## src/rtl/uart_tx_cfg.sv

```systemverilog
// Parametrised UART transmitter: valid/ready word intake, elaboration-time
// bit period, data width, parity mode and stop-bit count; TxD is registered.
module uart_tx_cfg #(
    parameter int CLKS_PER_BIT = 10416,
    parameter int DATA_BITS    = 8,
    parameter int PARITY       = 0,
    parameter int STOP_BITS    = 1
) (
    input  logic                 clk,
    input  logic                 reset,
    input  logic                 tx_valid,
    input  logic [DATA_BITS-1:0] tx_data,
    output logic                 tx_ready,
    output logic                 TxD,
    output logic                 busy
);

    localparam int unsigned BAUD_W = (CLKS_PER_BIT > 1) ? $clog2(CLKS_PER_BIT) : 1;
    localparam int unsigned BIT_W  = 4;

    localparam logic [BAUD_W-1:0] BAUD_LAST = BAUD_W'(CLKS_PER_BIT - 1);
    localparam logic [BIT_W-1:0]  DATA_LAST = BIT_W'(DATA_BITS - 1);
    localparam logic [BIT_W-1:0]  STOP_LAST = BIT_W'(STOP_BITS - 1);

    if (CLKS_PER_BIT < 2) begin : g_bad_clks
        $error("uart_tx_cfg: CLKS_PER_BIT must be >= 2");
    end
    if (DATA_BITS < 5 || DATA_BITS > 9) begin : g_bad_data
        $error("uart_tx_cfg: DATA_BITS must be in 5..9");
    end
    if (PARITY < 0 || PARITY > 2) begin : g_bad_parity
        $error("uart_tx_cfg: PARITY must be 0, 1 or 2");
    end
    if (STOP_BITS < 1 || STOP_BITS > 2) begin : g_bad_stop
        $error("uart_tx_cfg: STOP_BITS must be 1 or 2");
    end

    typedef enum logic [2:0] {
        ST_IDLE   = 3'd0,
        ST_START  = 3'd1,
        ST_DATA   = 3'd2,
        ST_PARITY = 3'd3,
        ST_STOP   = 3'd4
    } state_t;

    state_t                 r_state;
    logic [BAUD_W-1:0]      r_baud;
    logic [BIT_W-1:0]       r_bit;
    logic [DATA_BITS-1:0]   r_shreg;
    logic                   r_par;
    logic                   r_txd;
    logic                   r_tx_ready;
    logic                   r_busy;

    state_t                 w_state_nxt;
    logic [BAUD_W-1:0]      w_baud_nxt;
    logic [BIT_W-1:0]       w_bit_nxt;
    logic [DATA_BITS-1:0]   w_shreg_nxt;
    logic                   w_par_nxt;
    logic                   w_txd_nxt;
    logic                   w_baud_wrap;
    logic                   w_par_calc;
    logic                   w_xfer;

    assign w_baud_wrap = (r_baud == BAUD_LAST);
    assign w_xfer      = tx_valid && r_tx_ready;

    // Odd parity inverts the XOR so the total count of ones is odd.
    assign w_par_calc  = (PARITY == 1) ? ~(^tx_data) : (^tx_data);

    // Next-state, counters and line level for the coming clock.
    always_comb begin
        w_state_nxt = r_state;
        w_baud_nxt  = r_baud;
        w_bit_nxt   = r_bit;
        w_shreg_nxt = r_shreg;
        w_par_nxt   = r_par;
        w_txd_nxt   = 1'b1;

        case (r_state)
            ST_IDLE: begin
                if (w_xfer) begin
                    w_state_nxt = ST_START;
                    w_shreg_nxt = tx_data;
                    w_par_nxt   = w_par_calc;
                end
            end
            ST_START: begin
                w_txd_nxt = 1'b0;
                if (w_baud_wrap) begin
                    w_state_nxt = ST_DATA;
                end
            end
            ST_DATA: begin
                w_txd_nxt = r_shreg[0];
                if (w_baud_wrap) begin
                    w_shreg_nxt = r_shreg >> 1;
                    if (r_bit == DATA_LAST) begin
                        w_state_nxt = (PARITY != 0) ? ST_PARITY : ST_STOP;
                    end else begin
                        w_bit_nxt = r_bit + BIT_W'(1);
                    end
                end
            end
            ST_PARITY: begin
                w_txd_nxt = r_par;
                if (w_baud_wrap) begin
                    w_state_nxt = ST_STOP;
                end
            end
            ST_STOP: begin
                if (w_baud_wrap) begin
                    if (r_bit == STOP_LAST) begin
                        w_state_nxt = ST_IDLE;
                    end else begin
                        w_bit_nxt = r_bit + BIT_W'(1);
                    end
                end
            end
            default: begin
                w_state_nxt = ST_IDLE;
            end
        endcase

        // Baud counter only runs inside a frame and restarts with each transfer.
        if (r_state == ST_IDLE) begin
            w_baud_nxt = '0;
        end else begin
            w_baud_nxt = w_baud_wrap ? '0 : r_baud + BAUD_W'(1);
        end

        if (w_state_nxt != r_state) begin
            w_bit_nxt = '0;
        end
    end

    // State, datapath and registered outputs.
    always_ff @(posedge clk or negedge reset) begin
        if (!reset) begin
            r_state    <= ST_IDLE;
            r_baud     <= '0;
            r_bit      <= '0;
            r_shreg    <= '0;
            r_par      <= 1'b0;
            r_txd      <= 1'b1;
            r_tx_ready <= 1'b1;
            r_busy     <= 1'b0;
        end else begin
            r_state    <= w_state_nxt;
            r_baud     <= w_baud_nxt;
            r_bit      <= w_bit_nxt;
            r_shreg    <= w_shreg_nxt;
            r_par      <= w_par_nxt;
            r_txd      <= w_txd_nxt;
            r_tx_ready <= (w_state_nxt == ST_IDLE);
            r_busy     <= (w_state_nxt != ST_IDLE);
        end
    end

    assign tx_ready = r_tx_ready;
    assign TxD      = r_txd;
    assign busy     = r_busy;

endmodule

```

## config.mk

```make
export PLATFORM = sky130hd
export DESIGN_NAME = uart_tx_cfg
export DESIGN_NICKNAME = d
export VERILOG_FILES = /design/src/rtl/uart_tx_cfg.sv
export SDC_FILE = /design/constraint.sdc
export NUM_CORES = 1
export LEC_CHECK = 0
export ABC_AREA = 1
export ABC_CLOCK_PERIOD_IN_PS = 4500
export CORE_AREA = 2 2 59 61
export DETAILED_ROUTE_END_ITERATION = 10
export DIE_AREA = 0 0 61 63
export PLACE_DENSITY = 0.87
export SYNTH_ARGS = -nofsm -noshare
export SYNTH_HDL_FRONTEND = slang
export SYNTH_SLANG_ARGS = --single-unit
```

## constraint.sdc

```tcl
create_clock -name clk -period 4.5 [get_ports clk]
set_input_delay 0.675 -clock clk [delete_from_list [all_inputs] [get_ports clk]]
set_output_delay 0.675 -clock clk [all_outputs]
set_load 0.03 [all_outputs]
```

==> results.cfg, run 1 <==
[timing]
slew_viol_final = 0
max_slew_margin_pct = 69.6
finalCritPeriodShare_pct = 49.5
rsz0062_at_grt = false
fin_skew_ns = 0.0123
fin_setup_tns_ns = 0
fin_crit_ns = 2.23
setup_viol = 0
worst-slew-pin-transition_ns = 0.455
hold_viol = 0
fmax_mhz = 449

[synth]
synth_area_leaders = dfrtp_1 42%, nand2_1 13%, inv_1 7.7%, nor2_1 5.0%, o21ai_0 4.8%
ys_dominant_reg_cell = dfrtp_1
synth_seq_area_share_pct = 44.5
ys_top_cells_by_count = 62 x nand2_1, 38 x inv_1, 31 x dfrtp_1
synthAdderAreaFrac_pct = 2.02
synth-simple-area-share_pct = 29.6
synth_cell_types = 29
synth_edf_count = 0
synth-xor-area-share_pct = 4.70
synth_seq_cells = 33
synth-compound-area-share_pct = 9.81
netlist.area_leader.share_pct = 41.7
synth_nets = 258
synthCells = 244
yosysMostFrequentCell = nand2_1
ys_async_sr_fraction_pct = 100
synth_area_um2 = 1860
synth_top_family_by_area = simple AND/OR/NAND/NOR gates
avgSynthCellArea_um2 = 7.63
synthMuxAreaShare_pct = 0
yosys_warnings = 0
yosysTopAreaCell = dfrtp_1

[setup_path]
cpLargestDelayFamily = buffers and inverters
crit_fanout = 2
cp.buffers_inverters = 1
r2r-start = r_baud[0]
worstRegToRegCells = 8
worstPathArrival_ns = 1.55
crit_chain = clkdlybuf4s50_1
worstSetupEndpointType = output port
worstSetupPathType = reg -> out
cp-start-kind = flop
crit_required_ns = 3.83
reg2reg_to = r_shreg[2]
r2r_slack_ns = 2.64
critPathMaxStageDelay_ns = 0.66
crit_start = tx_ready
crit_slowest_cell = clkdlybuf4s50_1

[die]
std_cell_rows = 21
die_x_um = 61
core-area_um2 = 3230
die-area_um2 = 3840
die_y_um = 63
start_util_pct = 57.6
pin_count = 14

[drt]
viasPerCell = 4.99
firstDrtPassIters = 4
final_antenna_net_count = 0
drc = 0
wirelength_mm = 3.42
drt-initial-drc-count = 143
wl_per_cell_um = 11.0
via_count = 1547

[layout]
layout-drive-gt1-share_pct = 10.2
nets = 277
syn2layout_area_growth_pct = 13.7
diodes = 0
n_fill_cell = 276

[global_route]
grt_max_degree = 34
grt.total_usage_pct = 20.9
antenna_found_initial = 0
overflow = 0
grt_pass1_vias = 1517
grt_pass1_wl_mm = 6.09

[clock_tree]
cts_buffer_depth = 2
clk_pin_slew_ns = 0.10
cts_tree = done
htree_levels = 2
worstSkewPairLatency_ns = 0.34
cts_resized = 0
cts-root-buf = clkbuf_4
numCtsBuffers = 5
holdBufCountCts = 0
cts.sinks = 33
postCtsSetupBuffers = 0

[placement]
gp_congestion = 0.903
io_buffers = 13
hpwlAfterDp_mm = 2.57

[run_status]
outcome = finished, final reports clean

[pwr]
powerDensity_nw_per_um2 = 256
total_power_mw = 0.543
ir_drop_mv = 0.147
leakage_nw = 1.03

[worst_hold_path]
min_path_cells = 1
min_from = r_baud[13]
whs_endpoint = r_baud[13]
min_path_type = reg -> reg

[run]
cap_violations = 0
==> placed cells by master (no fill, tap or decap), drive strengths merged, types with 2 or more instances in the layout <==
master	instances
a21oi	10
clkbuf	6
clkdlybuf4s50	13
dfrtp	31
dfstp	2
ha	3
inv	42
nand2	63
nand3	17
nor2	30
nor3	8
o21ai	20
xnor2	6
xor2	4
==> routing by layer <==
layer | wire length, um | vias up | share of wire (%) | GRT usage (%)
met1 | 1500 | 715 | 44 | 23.8
met5 | 0 | - | 0 | 0
li1 | - | 803 | - | -
met2 | 1740 | 22 | 51 | 35.5
met3 | 118 | 7 | 3.4 | 5.59
met4 | 60 | 0 | 1.8 | 8.97
==> worst register-to-register path, stage by stage, from the launching register on <==
cell and delay, ns:
dfrtp_1 0.39, ha_1 0.22, nand2_2 0.08, nor2_2 0.13, nand3_1 0.14, nor2_4 0.22, nor2_2 0.08, a21oi_4 0.33
o21ai_0 0.14
==> how the worst max path moves through the flow <==
stage	end	cells after the start	slack [ns]
floorplan	r_shreg[1]	9	2.96
global placement	r_shreg[3]	4	2.57
detailed placement	r_shreg[2]	4	2.51
CTS	tx_ready	1	2.26
global route	tx_ready	1	2.22
finish	tx_ready	1	2.27
==> state kept, by name (all words and copies together), names as in the netlist <==
| signal | cells |
|---|---|
| r_shreg | 8 |
| TxD | 1 |
| r_bit | 4 |
| tx_ready | 1 |
| busy | 1 |
| r_baud | 14 |
| r_state | 3 |
| r_par | 1 |
==> final cells by class <==
cell class	instances	area [um^2]	area share, %
clock inverter	2	35.0	1.65
tap	46	57.6	2.72
clock buffer	6	41.3	1.95
sequential	33	828	39.1
timing repair buffer	14	138	6.50
multi-input combinational	167	860	40.6
inverter	42	158	7.45
==> metrics by stage <==
stage | cell area, um^2 | utilization (%) | std cells | hold slack, ns | worst slack [ns]
5_1_grt | 2120 | 65.5 | 310 | 0.501 | 2.22
3_5_place_dp | 2040 | 63.1 | 302 | 0.454 | 2.51
4_1_cts | 2120 | 65.5 | 310 | 0.469 | 2.26
2_1_floorplan | 1860 | - | 244 | 0.379 | 2.96
6_report | 2120 | 65.5 | 310 | 0.467 | 2.27
3_3_place_gp | 2040 | 63.1 | 302 | 0.443 | 2.57
==> logic make-up (layout without fill, tap and decap cells) <==
family | count (synthesis) | count (layout)
buffers and inverters | 44 | 64
xor gates and xnor gates | 10 | 10
adders and majority gates | 3 | 3
and+or+nand+nor | 122 | 122
DFF | 33 | 33
AOI/OAI and AO/OA | 32 | 32
==> report_power, final <==
part / internal, mW / switching [mW]
Sequential: 0.296 / 0
Combinational: 0.0161 / 0.0137
Clock: 0.116 / 0.100
No activity file was read; power rests on OpenSTA's default activity.
==> inputs of run 2 (changes only) <==
==> config.mk (replaced) <==
export PLATFORM = sky130hd
export DESIGN_NAME = uart_tx_cfg
export DESIGN_NICKNAME = d
export VERILOG_FILES = /design/src/rtl/uart_tx_cfg.sv
export SDC_FILE = /design/constraint.sdc
export NUM_CORES = 1
export LEC_CHECK = 0
export ABC_AREA = 1
export ABC_CLOCK_PERIOD_IN_PS = 1900
export CORE_AREA = 2 2 63 65
export DETAILED_ROUTE_END_ITERATION = 10
export DIE_AREA = 0 0 65 67
export PLACE_DENSITY = 0.81
export SYNTH_ARGS = -nofsm -noshare
export SYNTH_HDL_FRONTEND = slang
export SYNTH_SLANG_ARGS = --single-unit
==> constraint.sdc (replaced) <==
create_clock -name clk -period 1.9 [get_ports clk]
set_input_delay 0.285 -clock clk [delete_from_list [all_inputs] [get_ports clk]]
set_output_delay 0.285 -clock clk [all_outputs]
set_load 0.03 [all_outputs]
==> results.cfg, run 2 (same netlist as run 1, synthesis figures left out) <==
[run_status]
outcome = finished, final reports clean

[clock_tree]
worstSkewPairLatency_ns = 0.29
cts-root-buf = clkbuf_8
clk_pin_slew_ns = 0.07
cts_tree = done
cts_buffer_depth = 2
numCtsBuffers = 5
holdBufCountCts = 0
htree_levels = 2
cts.sinks = 33

[timing]
fin_skew_ns = 0.00155
fin_setup_tns_ns = 0
slew_viol_final = 0
worst-slew-pin-transition_ns = 0.434
finalCritPeriodShare_pct = 93.9
fin_crit_ns = 1.78
rsz0062_at_grt = false
setup_viol = 0
fmax_mhz = 561
hold_viol = 0
max_slew_margin_pct = 71.0

[drt]
drc = 0
via_count = 1547
drt-initial-drc-count = 83
wirelength_mm = 3.48
viasPerCell = 4.90
firstDrtPassIters = 6
final_antenna_net_count = 0
wl_per_cell_um = 11.0

[setup_path]
worstPathArrival_ns = 1.50
crit_required_ns = 1.62
cpLargestDelayFamily = buffers and inverters
crit_slowest_cell = clkdlybuf4s50_1
critPathMaxStageDelay_ns = 0.67
worstSetupEndpointType = output port
crit_fanout = 2
r2r-start = r_baud[0]
crit_start = tx_ready
crit_chain = clkdlybuf4s50_1
cp-start-kind = flop
worstSetupPathType = reg -> out
cp.buffers_inverters = 1

[layout]
fin_cells = 316
regMostFlops = r_baud
nets = 281
final_common_cell = nand2_1
diodes = 0
syn2layout_area_growth_pct = 18.2
reg.largest.list = r_baud: 14 flops, r_shreg: 8 flops, r_bit: 4 flops
layout-drive-gt1-share_pct = 11.9
fin_area_um2 = 2200
largest_reg_flops = 14
final_cell_mix = 62 x nand2_1, 38 x inv_1, 31 x dfrtp_1
n_fill_cell = 309

[placement]
io_buffers = 13
placed_cell_area_um2 = 2050
hpwlAfterDp_mm = 2.58
dpl.cell_count = 305
gp_congestion = 0.857

[pwr]
leakage_nw = 1.07
powerDensity_nw_per_um2 = 654
ir_drop_mv = 0.673

[die]
die_x_um = 65
std_cell_rows = 22
die-area_um2 = 4360
die_y_um = 67
start_util_pct = 51.6
pin_count = 14
core-area_um2 = 3610

[worst_hold_path]
min_path_type = in -> async

[global_route]
antenna_found_initial = 0
overflow = 0
grt.total_usage_pct = 18.8
grt_pass1_vias = 1477
grt_max_degree = 34
grt_pass1_wl_mm = 6.13

[run]
cap_violations = 0
run 2: layout make-up:
type                       instances  area (um^2)  area share [%]
inverter                          42          158            7.16
tap                               48         60.1            2.73
clock buffer                       5         68.8            3.13
timing repair buffer              18          180            8.19
sequential                        33          828            37.6
multi-input combinational        167          860            39.1
clock inverter                     3         46.3            2.10
run 2: where the power goes:
part / switching (mW) / leakage [nW] / internal, mW / total (mW)
Combinational: 0.0330 / 0.615 / 0.0380 / 0.0710
Clock: 0.274 / 0.0543 / 0.392 / 0.666
Sequential: 0 / 0.398 / 0.702 / 0.702
run 2: metrics by stage:
| stage | hold slack (ns) | setup slack [ns] | utilization, % | total power, mW |
|---|---|---|---|---|
| 2_1_floorplan | -0.0106 | 0.363 | - | 0.745 |
| 3_5_place_dp | 0.444 | 0.163 | 56.9 | 0.788 |
| 4_1_cts | 0.395 | 0.100 | 60.1 | 1.46 |
| 6_report | 0.386 | 0.116 | 61.0 | 1.44 |
| 5_1_grt | 0.417 | 0.00509 | 61.0 | 1.49 |
| 3_3_place_gp | 0.436 | 0.224 | 56.9 | 0.788 |
run 2: timing repair:
item / 4_1_cts / 5_1_grt
resized for setup: 0 / 0
buffers inserted: 0 / 3
endpoints found under the setup margin: 0 / 10
run 2: worst paths after layout:
kind,endpoint,slack [ns],cells after the start
min in group clk,r_baud[0],0.45,1
max reg2reg,r_bit[2],0.19,10
max in group asynchronous,TxD,1.18,2
min,r_baud[7],0.39,2
max,tx_ready,0.12,1
min reg2reg,r_baud[0],0.45,1
run 2: routing by layer:
metal / track usage, % / wire length [um] / vias up
li1: - / - / 810
met4: 5.59 / 41 / 0
met5: 0 / 0 / -
met3: 5.24 / 139 / 5
met2: 30.8 / 1610 / 33
met1: 24.1 / 1680 / 699
==> edit 1, RTL diff (settings of run 1) <==
Change the parameter `PARITY` from 0 to 1.
--- a/src/rtl/uart_tx_cfg.sv
+++ b/src/rtl/uart_tx_cfg.sv
@@ -5,3 +5,3 @@
     parameter int DATA_BITS    = 8,
-    parameter int PARITY       = 0,
+    parameter int PARITY       = 1,
     parameter int STOP_BITS    = 1
Behaviour: no difference found for any inputs over 10 cycles, from zero or initial values and one cycle with reset low; that may be too few to reach the edited logic, so the function may still have changed.
==> edit 1 against run 1 <==
- sequential power about the same
- cell area decreased by 1.9%
- critical endpoint unchanged
- sequential cell count unchanged
- count of clock-buffer cells in the layout increased by 2
- worst setup slack improved by 0.024 ns
- wire length decreased by 3.9%
- power decreased by 12%
- die area unchanged
- synthesized area decreased by 1.0%
==> edit 1: results (changes against run 1) <==
status=completed; Detailed Route Iter0 Violations=65 (-55%); Place WS=2.56 ns (+0.0473 ns); met1 Use GR=30.7% (+6.8 points); worst hold slack=0.469 ns (+0.00202 ns); total track usage=20.9% (about the same); fin nets=250 (-9.7%); first-pass GRT wire length=6070 um (-0.33%); Worst-Skew Late Latency=0.32 ns (-0.02 ns); Comb power frac=6.2% (+0.7 points); actual slew at the worst max-slew pin=0.395 ns (-0.0603 ns); Post-synth top cells=nand2_1 (40), dfrtp_1 (31), inv_1 (23); reg2reg end=r_baud[13]; critical path arrival=1.53 ns (-0.02 ns); Hold Startpoint=r_baud[0]; largest cells by area after synthesis=dfrtp_1 (42%), nand2_1 (8.1%), inv_1 (4.7%); met2 Use GR=30.2% (-5.2 points); Pleak=0.986 nW (-4.2%); WL/cell=11.6 um (+5.3%); sequential fraction of the synthesis area=44.9% (+0.45 points); adder-cell share of the synthesized area=2.04% (+0.021 points); Layout Skew=0.0105 ns (-0.00177 ns); mux contribution to synthesized area=3.80% (+3.8 points); detailed placer's ending HPWL=2490 um (-3.2%); unique cell type count in the Yosys netlist=33 (+14%); VDD IR max=0.000173 V (+18%); layout cells sized above 1=15.2% (+5.0 points)
## edit 1: worst max-delay path by stage
stage / from / to / slack, ns / cells after the start
after floorplan: r_baud[0] / busy / 2.95 / 9
after global placement: tx_valid / busy / 2.61 / 7
after detailed placement: tx_valid / busy / 2.56 / 7
after CTS: tx_ready / tx_ready / 2.28 / 1
after global routing: tx_ready / tx_ready / 2.27 / 1
final: tx_ready / tx_ready / 2.30 / 1
## edit 1: layer usage
layer / share of wire [%] / up-vias / wire length [um]
li1: - / 739 / -
met1: 46 / 676 / 1520
met2: 47 / 32 / 1560
met3: 4.3 / 8 / 141
met4: 2.0 / 0 / 67
met5: 0 / - / 0
## edit 1: area by class of cell
class	instances	area, um^2
fillers	268	1150
clock buffers	8	48.8
flip-flops and latches	33	828
well taps	46	57.6
inverters	31	118
repair buffers	14	138
multi-input cells	151	887
==> edit 2, RTL diff (flow settings as in run 1) <==
Made on the original files. Remove the register `r_txd`: a continuous assignment takes its place, so the output `TxD` follows one clock earlier.
--- a/src/rtl/uart_tx_cfg.sv
+++ b/src/rtl/uart_tx_cfg.sv
@@ -144,3 +144,2 @@
             r_par      <= 1'b0;
-            r_txd      <= 1'b1;
             r_tx_ready <= 1'b1;
@@ -153,3 +152,2 @@
             r_par      <= w_par_nxt;
-            r_txd      <= w_txd_nxt;
             r_tx_ready <= (w_state_nxt == ST_IDLE);
@@ -158,2 +156,4 @@
     end
+
+    assign r_txd = w_txd_nxt;
 
Behaviour: not the same (Yosys sat finds a counterexample within 4 cycles, from zero or initial values and one cycle with reset low).
==> edit 2 against run 1 <==
- cell area down 1.1%
- wire length down 1.8%
- power down 1.3%
- count of clock-buffer cells in the layout down 1
- synthesized area down 1.4%
- sequential cell count down 1
- non-clock buffer count unchanged
- worst setup slack worse by 0.42 ns
- die area unchanged
- critical path depth up 5
- final cell count down 0.32%
- sequential share of layout area down 0.83 points
- largest cell class unchanged
==> edit 2: results (changes against run 1) <==
status=completed; largest net degree at the start of global routing=33 (-2.9%); Area after DPL=2010 um^2 (-1.3%); Hold Startpoint=r_baud[0]; Place WS=2.23 ns (-0.281 ns); R2R Setup Slk=2.67 ns (+0.03 ns); detailed placer's ending HPWL=2570 um (-0.20%); Layout Skew=0.0132 ns (+0.000941 ns); critical path arrival=1.97 ns (+0.42 ns); Post-Synthesis Cells=243 (-0.41%); switching power total=0.117 mW (+2.4%); gpl congestion=0.882 (-2.4%); largest cells by area after synthesis=dfrtp_1 (42%), nand2_1 (13%), inv_1 (7.8%); Slew Limit Headroom=71.8% (+2.2 points); Detailed Route Iter0 Violations=70 (-51%); first-pass GRT wire length=5980 um (-1.8%); sequential fraction of the synthesis area=43.7% (-0.79 points); layout cells sized above 1=10.3% (+0.039 points); Pleak=1.02 nW (-1.1%); total track usage=20.6% (-0.31 points); fin nets=276 (-0.36%); VDD IR max=0.000168 V (+15%); Routed Wire Length=3360 um (-1.8%); CP endpoint=TxD; met2 wire length=1710 um (-1.8%); Vias=1546 (-0.065%); placed insts=301 (-0.33%); CP Max Fanout=7 (+5); met3 WL post-DR=124 um (+5.1%)
edit 2: cell count changes after synthesis, sizes merged:
cell and delta:
dfstp -1
edit 2: per-layer routing:
metal,GRT usage [%],vias to the layer above
li1,-,799
met2,35.1,31
met1,22.8,711
met4,11.4,0
met5,0,-
met3,4.35,5
edit 2: cell families (layout without fill, tap and decap cells):
family	after synthesis	after routing	share of synthesized area (%)
compound gates	32	32	9.95
xor+xnor	10	10	4.77
fa+ha+maj	3	3	2.05
buf+inv	44	64	9.47
flops	32	32	43.7
simple gates	122	122	30.1
edit 2: critical path, stage by stage (launching register included):
cell and delay, ns:
dfrtp_1 0.49, nor2_1 0.17, inv_1 0.08, nor2_1 0.13
nand2_1 0.06, nand2_1 0.06, clkdlybuf4s50_1 0.66
edit 2: final cells by class:
cell class	count	area [um^2]
timing repair buffer	14	138
fill	269	1140
clock inverter	3	42.5
clock buffer	5	37.5
inverter	42	158
sequential	32	802
multi-input combinational	167	860
tap	46	57.6
